## config.mk

```make
export PLATFORM = sky130hd
export DESIGN_NAME = mul_div_seq
export DESIGN_NICKNAME = d
export VERILOG_FILES = /design/src/rtl/mul_div_seq.sv
export SDC_FILE = /design/constraint.sdc
export NUM_CORES = 1
export LEC_CHECK = 0
export CAP_MARGIN = 20
export CORE_MARGIN = 2
export CORE_UTILIZATION = 55
export DETAILED_ROUTE_END_ITERATION = 8
export GPL_ROUTABILITY_DRIVEN = 0
export PLACE_DENSITY_LB_ADDON = 0.25
export SETUP_SLACK_MARGIN = 0.15
export SYNTH_ARGS = -nofsm -noshare
export SYNTH_HDL_FRONTEND = slang
export SYNTH_SLANG_ARGS = --single-unit
```

## constraint.sdc

```tcl
create_clock -name clk_i -period 9.46 [get_ports clk_i]
set_input_delay 1.892 -clock clk_i [delete_from_list [all_inputs] [get_ports clk_i]]
set_output_delay 1.892 -clock clk_i [all_outputs]
set_load 0.05 [all_outputs]
```

## src/rtl/mul_div_seq.sv

```systemverilog
// mul_div_seq
// Iterative RV32M multiply/divide unit for the execute stage. One radix-2
// step per clock, fixed latency for every operation so the pipeline control
// can stall for a known number of cycles.
//
// Ports
//   clk_i     clock for all state
//   rst_ni    asynchronous active-low reset
//   start_i   operation request, only honoured while idle
//   op_i      RV32M funct3 (MUL, MULH, MULHSU, MULHU, DIV, DIVU, REM, REMU)
//   a_i       rs1 operand, captured on an accepted start
//   b_i       rs2 operand, captured on an accepted start
//   kill_i    synchronous abort of an in-flight operation
//   busy_o    high while computing (CALC and FIX)
//   done_o    single-cycle pulse when result_o becomes valid
//   result_o  final value, held until the next completed operation

module mul_div_seq #(
  parameter int XLEN  = 32,
  parameter int CNT_W = $clog2(XLEN) + 1
) (
  input  logic            clk_i,
  input  logic            rst_ni,
  input  logic            start_i,
  input  logic [2:0]      op_i,
  input  logic [XLEN-1:0] a_i,
  input  logic [XLEN-1:0] b_i,
  input  logic            kill_i,
  output logic            busy_o,
  output logic            done_o,
  output logic [XLEN-1:0] result_o
);

  typedef enum logic [1:0] {
    IDLE = 2'd0,
    CALC = 2'd1,
    FIX  = 2'd2,
    DONE = 2'd3
  } state_e;

  state_e              state_q, state_d;
  logic [2:0]          op_q, op_d;
  logic [XLEN-1:0]     mcand_q, mcand_d;
  logic [2*XLEN-1:0]   acc_q, acc_d;
  logic [CNT_W-1:0]    cnt_q, cnt_d;
  logic                neg_q, neg_d;
  logic [XLEN-1:0]     result_q, result_d;

  logic                aSigned, bSigned, aNeg, bNeg, negIn;
  logic [XLEN-1:0]     aMag, bMag;
  logic [XLEN:0]       mulSum;
  logic [2*XLEN-1:0]   mulStep;
  logic [XLEN:0]       divTrial;
  logic                divQBit;
  logic [XLEN-1:0]     divDiff;
  logic [2*XLEN-1:0]   divStep;
  logic [2*XLEN-1:0]   prodFinal;
  logic [XLEN-1:0]     quotFinal, remFinal, fixWord;

  // Operand conditioning at accept time. Both datapaths work on magnitudes;
  // the sign of the final word is remembered in a single negate flag whose
  // meaning depends on which word the op selects. A zero divisor must not
  // flip the all-ones quotient, and the remainder always follows the
  // dividend, which makes REM by zero return a unchanged.
  always_comb begin
    aSigned = (op_i == 3'b001) || (op_i == 3'b010) || (op_i == 3'b100) || (op_i == 3'b110);
    bSigned = (op_i == 3'b001) || (op_i == 3'b100) || (op_i == 3'b110);
    aNeg    = aSigned && a_i[XLEN-1];
    bNeg    = bSigned && b_i[XLEN-1];
    aMag    = aNeg ? (~a_i + 1'b1) : a_i;
    bMag    = bNeg ? (~b_i + 1'b1) : b_i;
    if (op_i[2]) begin
      if (op_i[1]) begin
        negIn = aNeg;
      end else begin
        negIn = (aNeg ^ bNeg) && (b_i != '0);
      end
    end else begin
      negIn = aNeg ^ bNeg;
    end
  end

  // One iteration of each datapath. Multiply keeps the multiplier in the low
  // half of the accumulator and shifts the partial product in from the top.
  // Divide keeps remainder:dividend and shifts quotient bits in at the bottom;
  // the trial remainder needs one extra bit because the shifted value can
  // exceed XLEN bits before the subtract.
  always_comb begin
    mulSum   = {1'b0, acc_q[2*XLEN-1:XLEN]} + (acc_q[0] ? {1'b0, mcand_q} : '0);
    mulStep  = {mulSum, acc_q[XLEN-1:1]};
    divTrial = acc_q[2*XLEN-1:XLEN-1];
    divQBit  = (divTrial >= {1'b0, mcand_q});
    divDiff  = divTrial[XLEN-1:0] - mcand_q;
    divStep  = {(divQBit ? divDiff : divTrial[XLEN-1:0]), acc_q[XLEN-2:0], divQBit};
  end

  // Sign fix-up and word selection for the final result.
  always_comb begin
    prodFinal = neg_q ? (~acc_q + 1'b1) : acc_q;
    quotFinal = neg_q ? (~acc_q[XLEN-1:0] + 1'b1) : acc_q[XLEN-1:0];
    remFinal  = neg_q ? (~acc_q[2*XLEN-1:XLEN] + 1'b1) : acc_q[2*XLEN-1:XLEN];
    case (op_q)
      3'b000:                 fixWord = prodFinal[XLEN-1:0];
      3'b001, 3'b010, 3'b011: fixWord = prodFinal[2*XLEN-1:XLEN];
      3'b100, 3'b101:         fixWord = quotFinal;
      default:                fixWord = remFinal;
    endcase
  end

  // Control FSM and datapath next-state. The counter exits CALC after
  // exactly XLEN steps, giving the same latency for every op.
  always_comb begin
    state_d  = state_q;
    op_d     = op_q;
    mcand_d  = mcand_q;
    acc_d    = acc_q;
    cnt_d    = cnt_q;
    neg_d    = neg_q;
    result_d = result_q;
    case (state_q)
      IDLE: begin
        if (start_i && !kill_i) begin
          state_d = CALC;
          op_d    = op_i;
          neg_d   = negIn;
          cnt_d   = CNT_W'(XLEN);
          if (op_i[2]) begin
            mcand_d = bMag;
            acc_d   = {{XLEN{1'b0}}, aMag};
          end else begin
            mcand_d = aMag;
            acc_d   = {{XLEN{1'b0}}, bMag};
          end
        end
      end
      CALC: begin
        if (kill_i) begin
          state_d = IDLE;
        end else begin
          acc_d = op_q[2] ? divStep : mulStep;
          cnt_d = cnt_q - 1'b1;
          if (cnt_q == CNT_W'(1)) begin
            state_d = FIX;
          end
        end
      end
      FIX: begin
        if (kill_i) begin
          state_d = IDLE;
        end else begin
          result_d = fixWord;
          state_d  = DONE;
        end
      end
      DONE: begin
        state_d = IDLE;
      end
      default: begin
        state_d = IDLE;
      end
    endcase
  end

  // State registers; reset clears everything, including the held result.
  always_ff @(posedge clk_i or negedge rst_ni) begin
    if (!rst_ni) begin
      state_q  <= IDLE;
      op_q     <= '0;
      mcand_q  <= '0;
      acc_q    <= '0;
      cnt_q    <= '0;
      neg_q    <= 1'b0;
      result_q <= '0;
    end else begin
      state_q  <= state_d;
      op_q     <= op_d;
      mcand_q  <= mcand_d;
      acc_q    <= acc_d;
      cnt_q    <= cnt_d;
      neg_q    <= neg_d;
      result_q <= result_d;
    end
  end

  // Outputs decode only registered state, so no input reaches them
  // combinationally.
  assign busy_o   = (state_q == CALC) || (state_q == FIX);
  assign done_o   = (state_q == DONE);
  assign result_o = result_q;

endmodule

```

==> Flow_metrics.wiki <==
{| class="wikitable"
! Metric !! Value
|-
| Placeable core region || 25900 µm²
|-
| Worst path arrival time || 4.96 ns
|-
| Cell Area, Synth || 14400 µm²
|-
| TritonCTS buffer count || 17
|-
| Peak clock frequency supported by timing || 213 MHz
|-
| Number of warnings issued by yosys || 0
|-
| Number of I/O pins || 105
|-
| Power Density || 407 nW/µm²
|-
| Die Area || 27500 µm²
|-
| FFs w/ async S/R, synth || 100%
|-
| Dpl cell area || 15600 µm²
|-
| Critical path capture point type || flip-flop
|-
| Fill cell total of the finished layout || 2281
|-
| Part of the cycle the worst path needs || 49.5%
|-
| Minimum period implied by the final worst setup slack || 4.69 ns
|-
| Synth unique cells || 73
|-
| Required time of the worst setup path || 9.74 ns
|-
| Share of the synthesized area in the top cell type || 24.3%
|-
| Vias || 15200
|-
| Number of gates given a new drive strength after cts || 0
|-
| Utilization of the core after routing || 62.2%
|-
| Largest voltage drop on the vdd net || 0.000217 V
|-
| Total routed wirelength || 48.8 mm
|-
| Worst Setup Slack, final || 4.77 ns
|-
| Synth Instances || 1929
|-
| Largest cells by area after synthesis || dfrtp_1 24%, a21oi_1 7.1%, ha_1 6.5%
|-
| Starting density of the core || 55.6%
|-
| Number of enable flip-flop cells after synthesis || 0
|-
| Routed length per instance || 21.3 µm
|-
| Slew at the pin closest to its max-slew limit || 0.953 ns
|-
| Signed area change from the synthesized netlist to the final layout || 11.7%
|-
| Hold crit path type || flip-flop to flip-flop
|-
| Diode count || 0
|-
| Final Cell Area || 16100 µm²
|-
| Setup fix buffers added after clock tree synthesis || 0
|-
| Leakage || 6.51 nW
|-
| Total number of nets in the final design || 2096
|-
| Pre-CTS setup slack || 4.40 ns
|-
| Number of cells in the design after placement || 2264
|-
| Count of buffers from port buffering || 104
|-
| Share of cells above drive strength 1 || 5.56%
|-
| Cts-stage hold buffer count || 0
|-
| Clock insertion delay at the later pin of the skew report || 0.45 ns
|-
| Pin count of the biggest net entering global routing || 111
|-
| DRC Markers || 0
|-
| Clock transition at the registers of the reported paths || 0.07 ns
|-
| Die X || 166 µm
|-
| Total number of placement rows || 59
|-
| Maximum buffer depth of the clock tree || 2
|-
| Synth Register Bits || 140
|-
| Antenna Violating Nets Remaining || 0
|-
| Hold slack final || 0.480 ns
|-
| Post-route non-filler standard cell count || 2296
|-
| Number of antenna violations at the first check in global routing || 0
|-
| Total power || 6.56 mW
|-
| Syn_area_per_cell || 7.47 µm²
|-
| Number of pins exceeding their max-slew limit in the final report || 0
|-
| Total negative setup slack || 0 ns
|-
| Starting DRC count in detailed routing || 1846
|-
| Maximum fanout encountered on the critical timing path || 71
|-
| Worst-case headroom to the max-slew limit || 36.3%
|-
| Post-DR vias/cell || 6.64
|-
| Die Ht || 166 µm
|-
| Final setup skew || 0.0170 ns
|-
| Number of detailed-route iterations in the first pass || 9
|-
| Cell type with the largest total area after synthesis || dfrtp_1
|-
| TritonCTS clock tree || built
|-
| Hold violation count in the final report || 0
|-
| Final number of setup-violating endpoints || 0
|-
| First-pass GRT wire length || 76.0 mm
|-
| Proportion of synthesized chip area in sequential cells || 24.3%
|-
| Vias in the first global route || 14100
|-
| Net Count, Synth || 2077
|-
| Tot GR Track Use || 34.5%
|-
| Startpoint-to-endpoint class of the critical path || input pin to flip-flop
|-
| Number of clock sinks || 140
|-
| Reported max-cap violation count || 0
|-
| Unrepaired setup endpoints after global routing || no
|-
| Detailed placer's ending HPWL || 37.0 mm
|-
| Grt total ovfl || 0
|-
| Status || complete, no violations
|-
| Root Buffer || clkbuf_16
|-
| Category of the worst setup path launch point || input pin
|-
| H-tree levels || 4
|-
| Ys flop type || dfrtp_1
|}
==> cell usage in the layout, fill, tap and decap left out, drive strengths merged, types with 31 or more instances in the layout <==
cell	instances
a31oi	33
xor2	75
a211oi	36
mux2	33
o21ai	170
nand3	43
o31ai	31
nor3	43
clkdlybuf4s50	102
a21o	32
nand2	171
xnor2	99
inv	75
a21oi	205
dfrtp	140
nor2	207
ha	75
==> cell usage after synthesis, drive strengths merged, types with 31 or more instances <==
cell    number
a211oi      36
a21o        32
a21oi      205
a31oi       33
clkbuf      99
dfrtp      140
ha          75
inv         66
mux2        33
nand2      171
nand3       43
nor2       207
nor3        43
o21ai      170
o31ai       31
xnor2       99
xor2        75
==> metal layers <==
layer | vias up | track usage, % | part of all wire (%)
met1 | 7117 | 46.0 | 41
met5 | - | 0 | 0
met3 | 158 | 6.53 | 10
met2 | 902 | 53.0 | 43
li1 | 7070 | - | -
met4 | 0 | 18.8 | 5.8
==> cells by family (layout without fill, tap and decap cells) <==
logic type | after synthesis | in the layout | share of synthesized area [%]
XOR/XNOR | 174 | 174 | 10.6
AO/OA/AOI/OAI | 672 | 672 | 28.9
buffers and inverters | 191 | 223 | 5.09
adder cells (fa/ha/maj) | 77 | 77 | 6.79
flip-flops | 140 | 140 | 24.3
AND/OR/NAND/NOR | 621 | 621 | 20.3
multiplexers | 54 | 54 | 4.04
==> worst paths after layout <==
path	cells past startpoint	from	slack [ns]	endpoint
min in group asynchronous	1	rst_ni	1.48	acc_q[39]
setup reg to reg	11	acc_q[42]	5.54	acc_q[63]
max in group asynchronous	2	rst_ni	6.60	neg_q
hold / removal	2	mcand_q[4]	0.48	mcand_q[4]
hold reg to reg	2	mcand_q[4]	0.48	mcand_q[4]
setup / recovery	8	kill_i	4.77	acc_q[31]
==> state kept, by name, indices dropped and copies added, names as in the netlist <==
| name | flops |
|---|---|
| state_q | 2 |
| neg_q | 1 |
| op_q | 3 |
| mcand_q | 32 |
| result_o | 32 |
| cnt_q | 6 |
| acc_q | 64 |
==> cell type report <==
class	instances	area [µm²]	area share, %
multi-input combinational	1598	10200	63.3
timing repair buffer	124	1190	7.37
clock inverter	15	129	0.800
clock buffer	17	425	2.64
inverter	67	251	1.56
sequential	140	3510	21.8
tap	335	419	2.60
==> critical path, stage by stage <==
cell and delay [ns]:
clkdlybuf4s50_1 0.59, nand3b_1 0.14, buf_4 0.51, nand2b_1 0.76, nand2_1 0.44, buf_4 0.36, o21ai_0 0.21, a31oi_1 0.06
==> power breakdown <==
part | leakage, nW | total [mW] | switching, mW | internal, mW
Clock | 0.276 | 0.658 | 0.312 | 0.346
Sequential | 1.70 | 1.42 | 0.537 | 0.878
Combinational | 4.54 | 4.49 | 2.77 | 1.72
No activity file was read; power rests on OpenSTA's default activity.
